==> src/rtl/if_fetch_queue.sv <==
// -----------------------------------------------------------------------------
// if_fetch_queue
//   Fetch stage between the PC unit and decode. Each accepted instruction
//   memory request reserves a ring slot tagged with its PC and PC+4. In-order
//   responses fill the slots, and decode drains the head over valid/ready as
//   {instr, pc, pc+4}. A flush discards every queued entry. It also arranges
//   for the responses still in flight to be thrown away when they arrive.
//
//   Optional feature: define FETCH_PERF_EN to add the fetch_cnt / flush_cnt
//   performance counters. With the macro undefined these ports are absent.
//
// Ports
//   clk             rising-edge clock
//   rst             asynchronous reset, active low
//   pc_i            current PC from the PC unit
//   pc_plus_4_i     current PC+4 from the PC unit
//   pc_advance      PC unit may step (request accepted this cycle)
//   flush           redirect taken: kill queued and in-flight fetches
//   imem_req_valid  request valid, address is pc_i
//   imem_req_addr   request address
//   imem_req_ready  memory accepts request
//   imem_rsp_valid  in-order response valid
//   imem_rsp_data   instruction word
//   id_valid        head slot holds a filled instruction
//   id_ready        decode accepts head
//   id_instr        head instruction
//   id_pc           head PC
//   id_pc_plus_4    head PC+4
//   fetch_cnt       (FETCH_PERF_EN) dequeues to decode, wrapping
//   flush_cnt       (FETCH_PERF_EN) flush cycles, wrapping
// -----------------------------------------------------------------------------
module if_fetch_queue #(
    parameter int DEPTH = 4,
    parameter int AW    = 32
) (
    input  logic          clk,
    input  logic          rst,
    input  logic [AW-1:0] pc_i,
    input  logic [AW-1:0] pc_plus_4_i,
    output logic          pc_advance,
    input  logic          flush,
    output logic          imem_req_valid,
    output logic [AW-1:0] imem_req_addr,
    input  logic          imem_req_ready,
    input  logic          imem_rsp_valid,
    input  logic [31:0]   imem_rsp_data,
    output logic          id_valid,
    input  logic          id_ready,
    output logic [31:0]   id_instr,
    output logic [AW-1:0] id_pc,
    output logic [AW-1:0] id_pc_plus_4
`ifdef FETCH_PERF_EN
    ,
    output logic [31:0]   fetch_cnt,
    output logic [31:0]   flush_cnt
`endif
);

    localparam int IW = $clog2(DEPTH);
    localparam int PW = IW + 1;
    localparam logic [PW-1:0] DEPTH_P = PW'(DEPTH);

    // Pointers carry one extra wrap bit so that full and empty can be told apart.
    logic [PW-1:0] alloc_q, alloc_d;
    logic [PW-1:0] fill_q,  fill_d;
    logic [PW-1:0] head_q,  head_d;
    logic [PW-1:0] drop_q,  drop_d;

    logic [PW-1:0] occ;
    logic [PW-1:0] inflight;
    logic          ring_full;
    logic          drop_active;
    logic          issue_ok;
    logic          issue_fire;
    logic          rsp_counted;
    logic          rsp_keep;
    logic          rsp_drop;
    logic          head_valid;
    logic          deq_fire;

    logic [AW-1:0] ring_pc    [DEPTH];
    logic [AW-1:0] ring_pc4   [DEPTH];
    logic [31:0]   ring_instr [DEPTH];

    logic [IW-1:0] alloc_idx;
    logic [IW-1:0] fill_idx;
    logic [IW-1:0] head_idx;

    assign alloc_idx = alloc_q[IW-1:0];
    assign fill_idx  = fill_q[IW-1:0];
    assign head_idx  = head_q[IW-1:0];

    always_comb begin
        // NOTE: every signal gets a default first, so no path through the block
        // can leave a value unassigned and infer a latch.
        occ         = alloc_q - head_q;
        inflight    = alloc_q - fill_q;
        ring_full   = (occ == DEPTH_P);
        drop_active = (drop_q != '0);

        // The reset term is applied on the outputs only. While reset is held,
        // the pointer flops are already pinned at zero.
        issue_ok    = !flush && !ring_full && !drop_active;
        issue_fire  = issue_ok && imem_req_ready;

        // A response is honoured only if something is actually owed to us.
        rsp_counted = imem_rsp_valid && (drop_active || (inflight != '0));
        rsp_keep    = rsp_counted && !drop_active && !flush;
        rsp_drop    = rsp_counted && drop_active;

        head_valid  = (head_q != fill_q) && !flush;
        deq_fire    = head_valid && id_ready;

        alloc_d = alloc_q;
        fill_d  = fill_q;
        head_d  = head_q;
        drop_d  = drop_q;

        if (flush) begin
            alloc_d = '0;
            fill_d  = '0;
            head_d  = '0;
            // Every response still owed to the ring becomes one to discard.
            // A response arriving in this cycle is already gone.
            // drop_q is added in because a back-to-back flush can land while
            // earlier drops are still pending. inflight is zero in that case.
            drop_d  = drop_q + inflight - PW'(rsp_counted);
        end else begin
            alloc_d = alloc_q + PW'(issue_fire);
            fill_d  = fill_q  + PW'(rsp_keep);
            head_d  = head_q  + PW'(deq_fire);
            drop_d  = drop_q  - PW'(rsp_drop);
        end
    end

    // NOTE: sequential state uses non-blocking assignments only, so every flop
    // samples the pre-edge values regardless of process ordering.
    always_ff @(posedge clk or negedge rst) begin
        if (!rst) begin
            alloc_q <= '0;
            fill_q  <= '0;
            head_q  <= '0;
            drop_q  <= '0;
        end else begin
            alloc_q <= alloc_d;
            fill_q  <= fill_d;
            head_q  <= head_d;
            drop_q  <= drop_d;
        end
    end

    // NOTE: the ring storage has no reset. A slot is only ever read after its
    // own write, so clearing it would buy nothing and block RAM inference.
    always_ff @(posedge clk) begin
        if (issue_fire) begin
            ring_pc[alloc_idx]  <= pc_i;
            ring_pc4[alloc_idx] <= pc_plus_4_i;
        end
        if (rsp_keep) begin
            ring_instr[fill_idx] <= imem_rsp_data;
        end
    end

    assign imem_req_valid = rst && issue_ok;
    assign imem_req_addr  = pc_i;
    assign pc_advance     = rst && issue_fire;

    assign id_valid       = head_valid;
    assign id_instr       = ring_instr[head_idx];
    assign id_pc          = ring_pc[head_idx];
    assign id_pc_plus_4   = ring_pc4[head_idx];

`ifdef FETCH_PERF_EN
    logic [31:0] fetch_cnt_q, fetch_cnt_d;
    logic [31:0] flush_cnt_q, flush_cnt_d;

    always_comb begin
        fetch_cnt_d = fetch_cnt_q + 32'(deq_fire);
        flush_cnt_d = flush_cnt_q + 32'(flush);
    end

    always_ff @(posedge clk or negedge rst) begin
        if (!rst) begin
            fetch_cnt_q <= '0;
            flush_cnt_q <= '0;
        end else begin
            fetch_cnt_q <= fetch_cnt_d;
            flush_cnt_q <= flush_cnt_d;
        end
    end

    assign fetch_cnt = fetch_cnt_q;
    assign flush_cnt = flush_cnt_q;
`endif

endmodule
==> config.mk <==
export PLATFORM = sky130hd
export DESIGN_NAME = if_fetch_queue
export DESIGN_NICKNAME = d
export VERILOG_FILES = /design/src/rtl/if_fetch_queue.sv
export SDC_FILE = /design/constraint.sdc
export NUM_CORES = 1
export LEC_CHECK = 0
export BUFFER_PORTS_ARGS = -buffer_cell sky130_fd_sc_hd__buf_2
export CAP_MARGIN = 20
export CORE_MARGIN = 2
export CORE_UTILIZATION = 55
export DETAILED_ROUTE_END_ITERATION = 16
export MAX_ROUTING_LAYER = met4
export PLACE_DENSITY = 0.78
export SYNTH_ARGS = -nofsm -noshare
export SYNTH_HDL_FRONTEND = slang
export SYNTH_SLANG_ARGS = --single-unit
==> constraint.sdc <==
create_clock -name clk -period 7.4 [get_ports clk]
set_input_delay 0.74 -clock clk [delete_from_list [all_inputs] [get_ports clk]]
set_output_delay 0.74 -clock clk [all_outputs]
set_load 0.02 [all_outputs]
* After elaboration in Yosys (flattened, before gate mapping)
Memories as Yosys holds them, arrays and structs flattened.
Index checks and enable logic that the tools add are counted.
** Word-level totals
- Register bits after elaboration :: 12
- Memories kept :: 3
- Logic and storage cells :: 42
- Input port bits :: 102
- RAM bits :: 384
** Operators by class
- Multiplexer cells :: 8
- Equal/unequal tests :: 2
- $add $sub $neg :: 8
- Reductions and logical operators :: 17
** Memories
- ring_instr :: words 4, bits a word 32, read ports 1, clocked after Yosys merged registers in 0, write ports 1, RTL line 83 : logic [31:0] ring_instr [DEPTH];
- ring_pc :: words 4, bits a word 32, read ports 1, clocked after Yosys merged registers in 0, write ports 1, RTL line 81 : logic [AW-1:0] ring_pc [DEPTH];
- ring_pc4 :: words 4, bits a word 32, read ports 1, clocked after Yosys merged registers in 0, write ports 1, RTL line 82 : logic [AW-1:0] ring_pc4 [DEPTH];
** Operator list (number)
- two-way mux 3 bit :: 4
- logical AND 1 bit :: 11
- adder 3 x 1 -> 3 bit :: 3
- nonzero test 3 bit :: 2
- subtractor 3 x 1 -> 3 bit :: 2
- subtractor 3 bit :: 2
- two-way mux 1 bit :: 4
- adder 3 bit :: 1
- equality test 3 bit, second input constant :: 1
- logical NOT 1 bit :: 3
- inequality test 3 bit :: 1
- logical OR 1 bit :: 1

* Depth between registers and ports, before layout
Gate-level depths: netlist of the first run.
- Depth in word-level cells :: 8
- Mapped depth :: 14
- Depth with buffers taken out :: 14

* Worst setup path after synthesis of the first run
OpenSTA, ideal clock, no wires.
- Path type :: register -> register
- From :: register head_q[1]
- To :: memory ring_pc4[1][0], enable pin
- Stages on the path, launching flop included :: 10
- Arrival :: 5.967 ns
- Setup slack :: 0.868 ns
- Path buffers :: 3
- Required time :: 6.835 ns
- Cells stage by stage :: dfrtp_1 > buf_2 > buf_2 > buf_2 > inv_1 > ha_1 > nor2b_1 > xnor2_1 > o211ai_1 > nor3_1
** Between the ends
- Longest elaborated chain between the ends :: 8
** RTL lines
- start, declared :: RTL line 66 : logic [PW-1:0] head_q, head_d;
- start signal, assigned :: RTL line 142 : head_q <= '0;
- start signal, assigned :: RTL line 147 : head_q <= head_d;
- subtractor 3 bit :: RTL line 96 : occ = alloc_q - head_q;
- equality test 3 bit :: RTL line 98 : ring_full = (occ == DEPTH_P);
- logical NOT 1 bit :: RTL line 103 : issue_ok = !flush && !ring_full && !drop_active;
- logical AND 1 bit (2 in a row) :: RTL line 103
- logical AND 1 bit :: RTL line 104 : issue_fire = issue_ok && imem_req_ready;
- two-way mux 1 bit :: RTL line 155 : if (issue_fire) begin
- two-way mux 1 bit (not written as such) :: RTL line 157 : ring_pc4[alloc_idx] <= pc_plus_4_i;
- end, declared :: RTL line 82
No other way between the ends.

* Final worst setup path of the first run
- From :: register head_q[0]
- To :: output port id_instr[4]
** Between the ends
- Longest elaborated chain between the ends :: 1
** RTL lines
- memory read (4 x 32 bit)
- end, declared :: RTL line 49 : output logic [31:0] id_instr,
No other way between the ends.

==> results.md, run 1 <==
- Status: finished, final reports clean
- Clock root cell: clkbuf_16
- Worst path required time: 6660 ps
- CP max FO: 47
- Tightest Hold Check Type: in -> async
- Std cell rows: 60
- Final slew viol count: 0
- Setup crit end: id_instr[4]
- FILL cells: 1749
- Crit-path cells: buf_16, buf_4, mux4_2, buf_2
- Rel. slew slack: 37.49%
- Clk_lat worst skew: 520 ps
- Post-CTS resize count: 0
- Total Wirelength: 26950 µm
- RSZ-0062 raised after global routing: false
- R2R Setup Slk: 3870 ps
- Most frequent cells in the layout: edfxtp_1, buf_2, mux4_2
- Area Growth Syn to Fin: 18.39%
- CTS tree: done
- Leakage power: 6.089 nW
- Ports: 233
- R2r endpoint: drop_q[2]
- Final Hold Vio Count: 0
- Worst-margin pin slew: 937.7 ps
- Max stage delay on crit path: 790 ps
- F_max: 265.6 MHz
- Post-synth top flop: edfxtp_1
- CP top delay family: buffers and inverters
- Die Y: 169.1 µm
- Post-synthesis average cell area: 24.11 µm²
- Via count: 6888
- CP max stage cell: buf_4
- Vias in the first global route: 7285
- Chip width: 169.1 µm
- Synthesized instance count: 622
- 1st-pass router iterations: 4
- Max cap viols: 0
- Worst r2r path cells: 14
- Antenna violations before repair: 5
- Reg area: 11840 µm²
- Routability Congestion: 0.7441
- Wire per inst: 21.88 µm
- Post-route antenna net violation count: 0
- Via/cell ratio: 5.591
- Worst IR Drop VDD: 243.9 µV
- H-tree levels: 2
- Crit Path Class: reg -> out
- Synth warnings: 0
- Worst Path Buf+Inv: 3
- I/O Buffers: 232
- Final Core Density: 66.07%
- First-pass GRT wire length: 41010 µm
- Period utilisation layout: 50.89%
- Grt ovf: 0
- Async SR Flop Fraction: 3.030%
- Layout Nets: 974
- PwrDens: 270.9 nW/µm²
- Share of layout cells above drive strength 1: 46.95%
- Data arrival, critical path: 3030 ps
- DP HPWL: 16320 µm
- Yosys reg bits: 396
- Setup bufs post-CTS: 0
- CP Capture Type: primary output
- Initial DRC Count: 556
- Initial core utilization: 55.81%
- # clock sinks: 396
- Clk slew on worst S/H paths: 60 ps
- GRT Resource Usage Total: 19.45%
- Final clock skew: 15.33 ps
- Syn_nets: 740
- Die Footprint: 28610 µm²
- Startpoint types: register
- Max Root-Sink Buffers: 3
- WP depth: 4
- Fin Setup TNS: 0 ps
- Critical R2R Launch: alloc_q[0]
- Min Tclk post-route: 3766 ps
- Count of cell types in the netlist: 28
- Sequential-to-total area share from yosys stat: 78.89%
- Hold buffers post-CTS: 0
- Multi-input gate area: 2784 µm²
- Most common cell after layout, fill and taps aside: edfxtp_1
- DR DRC count: 0
- CP Launch Point: head_q[0]
- EDFF count, synth: 384
- Mapped Area: 15000 µm²
- Largest net degree at the start of global routing: 54
- Core ar.: 26880 µm²
- Total CTS buffers: 40
- Final setup fails: 0
-- per-stage QoR --
stage          setup slack (ps)  total power, mW  hold slack, ps  area [µm²]  std cells
3_3_place_gp               3741            2.804           569.7       16360       1154
2_1_floorplan             867.7            2.717           444.4       15000        622
3_5_place_dp               3689            2.813           577.6       16360       1154
5_1_grt                    3376            4.964           130.7       17760       1232
4_1_cts                    3142            4.860           112.3       17720       1226
6_report                   3634            4.809           118.5       17760       1232
-- logic make-up (layout without fill, tap and decap cells) --
kind of cell             Yosys count  count (layout)  synth area share [%]
AO/OA/AOI/OAI                      5               5                0.2586
XOR/XNOR                          12              12                0.7926
adder cells (fa/ha/maj)           16              16                 1.435
flip-flops                       396             396                 78.89
other                              0               5                     0
AND/OR/NAND/NOR                   26              26                 1.193
buffers and inverters             68             332                 2.820
multiplexers                      99              99                 14.62
-- layer usage --
layer	GRT usage (%)	vias up	part of all wire [%]
met5	-	-	0
met4	4.348	0	1.5
met3	5.947	37	8.6
met2	30.83	276	50
met1	25.31	3539	40
li1	-	3036	-
-- Yosys cell counts (all sizes together), types with 2 or more instances --
cell type	instances	area [µm²]
edfxtp	384	11530
buf	48	347.8
mux2i	3	30.03
xor2	2	17.52
dfrtp	12	300.3
nand2	2	7.510
xnor2	9	78.83
inv	13	48.80
nand3	2	27.53
clkbuf	7	26.28
nor3b	2	25.02
nor2b	7	43.79
nor3	5	25.02
ha	14	175.2
fa	2	40.04
nor2	6	22.52
mux4	96	2162
-- area by class of cell --
class / count / share of cell area, %
Timing Repair Buffer: 247 / 7.286
Inverter: 13 / 0.2748
Sequential cell: 396 / 66.68
Clock buffer: 48 / 5.926
Multi-Input combinational cell: 158 / 15.68
Clock inverter: 24 / 1.684
Antenna cell: 5 / 0.07047
Tap cell: 341 / 2.403
-- report_power, final --
part           switching, mW  leakage (nW)  total [mW]  internal [mW]
combinational          0.147          1.82       0.243         0.0961
sequential            0.0211          3.61        2.52           2.50
clock                  0.788         0.665        2.05           1.26
total                  0.956          6.09        4.81           3.85
-- sequential cells by signal (all words and copies together) (netlist names) --
register    cells
ring_pc       128
alloc_q         3
drop_q          3
fill_q          3
ring_instr    128
ring_pc4      128
head_q          3
-- worst reg2reg max path, stage by stage (launching register included) --
cell	delay, ps
dfrtp_1	420
inv_1	150
ha_1	240
fa_1	370
xnor3_1	270
nand3_2	120
o41a_1	330
ha_1	280
inv_1	40
ha_1	190
fa_1	440
xor2_1	190
xnor2_1	140
mux2i_1	110
xnor2_1	130
-- worst min-delay path by stage --
stage / end
2_1_floorplan: alloc_q[0]
3_3_place_gp: drop_q[2]
3_5_place_dp: drop_q[2]
4_1_cts: alloc_q[1]
5_1_grt: head_q[0]
6_report: drop_q[0]
Power figures use the tool's default switching activity.
==> run 2: changes to the inputs <==
--- a/config.mk
+++ b/config.mk
@@ -5,13 +5,14 @@
 export SDC_FILE = /design/constraint.sdc
 export NUM_CORES = 1
 export LEC_CHECK = 0
+export ABC_AREA = 1
 export BUFFER_PORTS_ARGS = -buffer_cell sky130_fd_sc_hd__buf_2
 export CAP_MARGIN = 20
 export CORE_MARGIN = 2
-export CORE_UTILIZATION = 55
+export CORE_UTILIZATION = 51
 export DETAILED_ROUTE_END_ITERATION = 16
 export MAX_ROUTING_LAYER = met4
-export PLACE_DENSITY = 0.78
+export PLACE_DENSITY = 0.76
 export SYNTH_ARGS = -nofsm -noshare
 export SYNTH_HDL_FRONTEND = slang
 export SYNTH_SLANG_ARGS = --single-unit
==> constraint.sdc (replaced) <==
create_clock -name clk -period 3.04 [get_ports clk]
set_input_delay 0.304 -clock clk [delete_from_list [all_inputs] [get_ports clk]]
set_output_delay 0.304 -clock clk [all_outputs]
set_load 0.02 [all_outputs]
==> run 2 against run 1 <==
Effect of this change: register-to-register slack worse by 3700 ps; die area is 10% higher; critical path type is now reg -> reg; wire length increased by 23%; clock skew is 17 ps higher; first-iteration DRC count rose by 67%; clock-buffer cell count increased by 4; sequential cell count is the same; cell area up 6.6%.
==> results.md, run 2 <==
- Mapped Area: 15360 µm²
- Crit-path cells: inv_1, ha_2, fa_2, nand2_1, nor2_1, nand2_2, nand2_1, inv_1, ha_1, inv_1, ha_2, fa_2, inv_1, nand2_1, nand2_1, nand2_1, nand2_1, nand2_1, nand3_1, nand2_1
- Post-synth top flop: edfxtp_1
- CP max FO: 3
- Layout Nets: 1488
- Most common cell in the netlist: edfxtp_1
- Max stage delay on crit path: 530 ps
- Final Hold Vio Count: 0
- H-tree levels: 2
- Largest family of logic cells by synthesized area: compound AO/OA/AOI/OAI gates
- CP Capture Type: register
- Multiplexer share of the synthesized area: 0%
- Worst Path Buf+Inv: 4
- # clock sinks: 396
- Synth area leaders: edfxtp_1, o21ai_0, nor2_1
- Max Root-Sink Buffers: 3
- Worst-margin pin slew: 673.1 ps
- Chip width: 177.6 µm
- Initial core utilization: 51.84%
- Largest regs: ring_instr x128, ring_pc4 x128, ring_pc x128
- Initial DRC Count: 928
- Worst IR Drop VDD: 575.7 µV
- Wire per inst: 18.51 µm
- FILL cells: 2125
- F_max: 353.5 MHz
- Worst path required time: 3440 ps
- DP HPWL: 18230 µm
- Via/cell ratio: 5.461
- Post-Synth XOR/XNOR Area: 0.2280%
- CP max stage cell: fa_2
- Most frequent cells in the layout: edfxtp_1, buf_2, nor2_1
- 1st-pass router iterations: 5
- Crit Path Class: reg -> reg
- Die Footprint: 31530 µm²
- Area Growth Syn to Fin: 23.17%
- Synth area leader: edfxtp_1
- Routability Congestion: 0.7695
- Status: finished, final reports clean
- Async SR Flop Fraction: 3.030%
- Share of layout cells above drive strength 1: 23.95%
- Clk_lat worst skew: 540 ps
- Most frequent cell on the critical path: nand2_1
- Synthesized instance count: 1098
- Antenna violations before repair: 1
- Sequential-to-total area share from yosys stat: 77.01%
- Dpl cells: 1649
- Adder-cell area share of the yosys netlist: 1.401%
- Yosys top cell area share: 75.05%
- Post-route antenna net violation count: 0
- Tightest Hold Check Type: in -> reg
- GRT Resource Usage Total: 21.46%
- Vias in the first global route: 9569
- Ports: 233
- CTS tree: done
- I/O Buffers: 232
- PwrDens: 665.2 nW/µm²
- EDFF count, synth: 384
- Via count: 9780
- CP top delay family: adder cells
- Fin Setup TNS: 0 ps
- Most common cell after layout, fill and taps aside: edfxtp_1
- Count of cell types in the netlist: 23
- Synth Area in Simple Gates: 6.328%
- Grt ovf: 0
- Min Tclk post-route: 2829 ps
- Startpoint types: register
- Data arrival, critical path: 3230 ps
- Largest net degree at the start of global routing: 146
- Final slew viol count: 0
- Post-synthesis average cell area: 13.99 µm²
- Placed Instance Area: 16850 µm²
- Leakage power: 6.930 nW
- Final std cells w/o fill: 1791
- Design area: 18920 µm²
- Clk slew on worst S/H paths: 60 ps
- Clock root cell: clkbuf_16
- Rel. slew slack: 55.13%
- Std cell rows: 63
- Yosys reg bits: 396
- Syn_nets: 1216
- Final setup fails: 0
- Compound-Gate Fraction of Synth Area: 10.55%
- Synth warnings: 0
- First-pass GRT wire length: 50920 µm
- DR DRC count: 0
- Total Wirelength: 33160 µm
- Total CTS buffers: 40
- Die Y: 177.6 µm
- Synth cell count leaders: edfxtp_1, nor2_1, o21ai_0
- Core ar.: 29640 µm²
- Final clock skew: 31.86 ps
- Period utilisation layout: 93.07%
- Max cap viols: 0
run 2: cell count changes after synthesis, sizes merged, moves of 20 or more:
cell / delta
nor2: +206
o21ai: +196
o22ai: +98
mux4: -96
nand2: +32
inv: +21
buf: +20
clkbuf: +20
run 2: final cells by class:
class	count	area, µm²	share of cell area [%]
multi-input cells	573	2918	15.42
diodes	2	5.005	0.02645
inverters	34	132.6	0.7009
clock buffers	52	1109	5.858
repair buffers	325	2183	11.54
well taps	390	488.0	2.579
clock inverters	19	251.5	1.329
flip-flops and latches	396	11840	62.55
run 2: final timing paths:
kind	start	to	slack (ps)	cells after the start
worst max-delay path	alloc_q[0]	drop_q[2]	210	20
worst min-delay path	pc_i[28]	ring_pc[1][28]	10	1
worst max register to register	alloc_q[0]	drop_q[2]	210	20
worst min register to register	fill_q[2]	fill_q[2]	560	1
max in group asynchronous	rst	head_q[0]	2520	2
min in group asynchronous	rst	drop_q[2]	250	2
run 2: logic make-up after synthesis:
logic type,after synthesis
flip-flops,396
XOR/XNOR,4
AO/OA/AOI/OAI,298
adder cells (fa/ha/maj),16
AND/OR/NAND/NOR,255
buffers and inverters,129
run 2: where the power goes:
group	total, mW	switching, mW	leakage (nW)	internal (mW)
Combinational	1.37	0.889	2.64	0.482
Clock	5.01	1.93	0.671	3.08
Sequential	6.21	0.0444	3.62	6.16
run 2: metal layers:
layer	share of wire, %	up-vias	GRT usage (%)	wire length [µm]
met2	49	382	34.45	16120
met3	6.7	49	3.235	2216
met5	0	-	-	0
met4	2.1	0	6.079	684
li1	-	4576	-	-
met1	43	4773	28.83	14140
run 2: what timing repair did:
| action | 4_1_cts | 5_1_grt |
|---|---|---|
| setup endpoints to repair | 0 | 3 |
| setup buffers | 0 | 1 |
| hold buffers | 67 | 1 |
| endpoints found under the hold margin | 261 | 2 |
| resized for setup | 0 | 7 |
run 2: through the flow:
stage          worst slack (ps)  hold slack, ps  total power [mW]  utilization (%)
6_report                  210.8           13.05             12.59            63.85
5_1_grt                  -10.78           4.405             13.04            63.84
4_1_cts                   22.44           1.685             12.65            63.71
3_5_place_dp              30.55           212.2             7.608            56.86
3_3_place_gp              111.5           210.4             7.566            56.86
2_1_floorplan            -260.2           8.409             7.131                -
==> run 3: changes to the inputs <==
--- a/config.mk
+++ b/config.mk
@@ -12,7 +12,7 @@
 export CORE_UTILIZATION = 51
 export DETAILED_ROUTE_END_ITERATION = 16
 export MAX_ROUTING_LAYER = met4
-export PLACE_DENSITY = 0.76
+export PLACE_DENSITY = 0.77
 export SYNTH_ARGS = -nofsm -noshare
 export SYNTH_HDL_FRONTEND = slang
 export SYNTH_SLANG_ARGS = --single-unit
==> run 3 against run 2 <==
Effect of this change: power decreased by 3.8%; non-clock buffer count decreased by 3; clock-buffer cell count decreased by 2; critical path type unchanged; largest power group unchanged; highest routed layer unchanged.
==> results.md, run 3 (synthesis results as in run 2) <==
- Status: finished, final reports clean
- Initial core utilization: 51.84%
- CP Capture Type: register
- Antenna violations before repair: 1
- Rel. slew slack: 23.94%
- 1st-pass router iterations: 5
- Largest net degree at the start of global routing: 195
- Vias in the first global route: 9754
- Final WS setup: 168.4 ps
- Max cap viols: 0
- Final slew viol count: 0
- Clock root cell: clkbuf_16
- Worst-margin pin slew: 1141 ps
- Final clock skew: 25.57 ps
- Total CTS buffers: 40
- Initial DRC Count: 961
- Period utilisation layout: 94.46%
- Design area: 18750 µm²
- Final setup fails: 0
- Die Y: 177.6 µm
- FILL cells: 2162
- GRT Resource Usage Total: 21.04%
- Post-route antenna net violation count: 0
- Leakage power: 6.833 nW
- Worst r2r path cells: 20
- Crit Path Class: reg -> reg
- CTS tree: done
- Setup WS pre-CTS: -22.30 ps
- CP max FO: 2
- Routability Congestion: 0.7667
- Area Growth Syn to Fin: 22.01%
- Largest regs: ring_instr x128, ring_pc4 x128, ring_pc x128
- Std cell rows: 63
- Tightest Hold Check Type: in -> reg
- Final Hold Vio Count: 0
- PwrDens: 645.6 nW/µm²
- Final std cells w/o fill: 1788
- DP HPWL: 18100 µm
- Clk slew on worst S/H paths: 60 ps
- Data arrival, critical path: 3270 ps
- Total Wirelength: 33330 µm
- Ports: 233
- Worst path required time: 3440 ps
- Startpoint types: register
- Worst IR Drop VDD: 510.3 µV
- Layout Nets: 1485
- Placed Instance Area: 16830 µm²
- Via count: 9891
- Wire per inst: 18.64 µm
- Clk_lat worst skew: 530 ps
- Most frequent cells in the layout: edfxtp_1, buf_2, nor2_1
- Chip width: 177.6 µm
- F_max: 348.2 MHz
- Most common cell after layout, fill and taps aside: edfxtp_1
- First-pass GRT wire length: 50360 µm
- RSZ-0062 raised after global routing: true
- I/O Buffers: 232
- Worst hold stages: 1
- Max Root-Sink Buffers: 3
- Grt ovf: 0
- DR DRC count: 0
- Dpl cells: 1648
- H-tree levels: 2
- Die Footprint: 31530 µm²
- # clock sinks: 396
- Via/cell ratio: 5.532
- Min Tclk post-route: 2872 ps
- Core ar.: 29640 µm²
- Share of layout cells above drive strength 1: 23.48%
==> run 3: timing repair <==
item                                    CTS  global route
buffers inserted                          0             1
endpoints found under the setup margin    1             5
resized for setup                         1             6
pin swaps                                 0             4
hold buffers                             66             0
endpoints found under the hold margin   265             0
==> run 3: worst max-delay path, cell delays in order (launching register included) <==
cell	delay, ps
dfrtp_1	340
inv_1	60
ha_2	190
fa_2	570
nand2_1	60
nor2_1	110
nand2_2	70
nand2_1	50
inv_1	40
ha_1	270
inv_1	40
ha_2	160
fa_2	340
inv_1	60
nand2_1	60
nand2_1	60
nand2_1	60
nand2_1	50
nand2_1	50
nand3_1	70
nand2_1	50
==> run 3: final cells by class <==
class	count	area, µm²	share of cell area [%]
Sequential cell	396	11840	63.16
Multi-Input combinational cell	573	2918	15.57
Inverter	34	132.6	0.7075
Clock inverter	22	141.4	0.7542
Tap cell	390	488.0	2.603
Timing Repair Buffer	322	2143	11.43
Antenna cell	1	2.502	0.01335
Clock buffer	50	1081	5.767
==> run 3: final timing paths <==
path | start | slack [ps] | end
min | pc_i[0] | 20 | ring_pc[2][0]
max in group asynchronous | rst | 2540 | head_q[1]
min reg2reg | fill_q[2] | 550 | fill_q[2]
max reg2reg | alloc_q[0] | 170 | drop_q[2]
min in group asynchronous | rst | 220 | alloc_q[2]
max | alloc_q[0] | 170 | drop_q[2]
==> run 3: metal layers <==
metal	global-route usage, %	part of all wire, %
met1	27.29	41
met2	34.21	50
met5	-	0
met4	6.796	2.3
met3	3.449	6.3
==> run 3: power breakdown <==
part | internal [mW] | switching (mW)
logic | 0.484 | 0.886
registers | 6.16 | 0.0438
clock network | 2.61 | 1.92
total | 9.26 | 2.85
==> run 3: per-stage QoR <==
stage	TNS [ps]	util (%)	total power [mW]	hold slack (ps)
2_1_floorplan	-70480	-	7.131	8.409
3_3_place_gp	0	56.80	7.572	218.7
3_5_place_dp	-22.30	56.80	7.610	216.5
4_1_cts	0	63.16	12.17	0.1505
5_1_grt	-55.85	63.25	12.52	0.8479
6_report	0	63.25	12.10	15.41
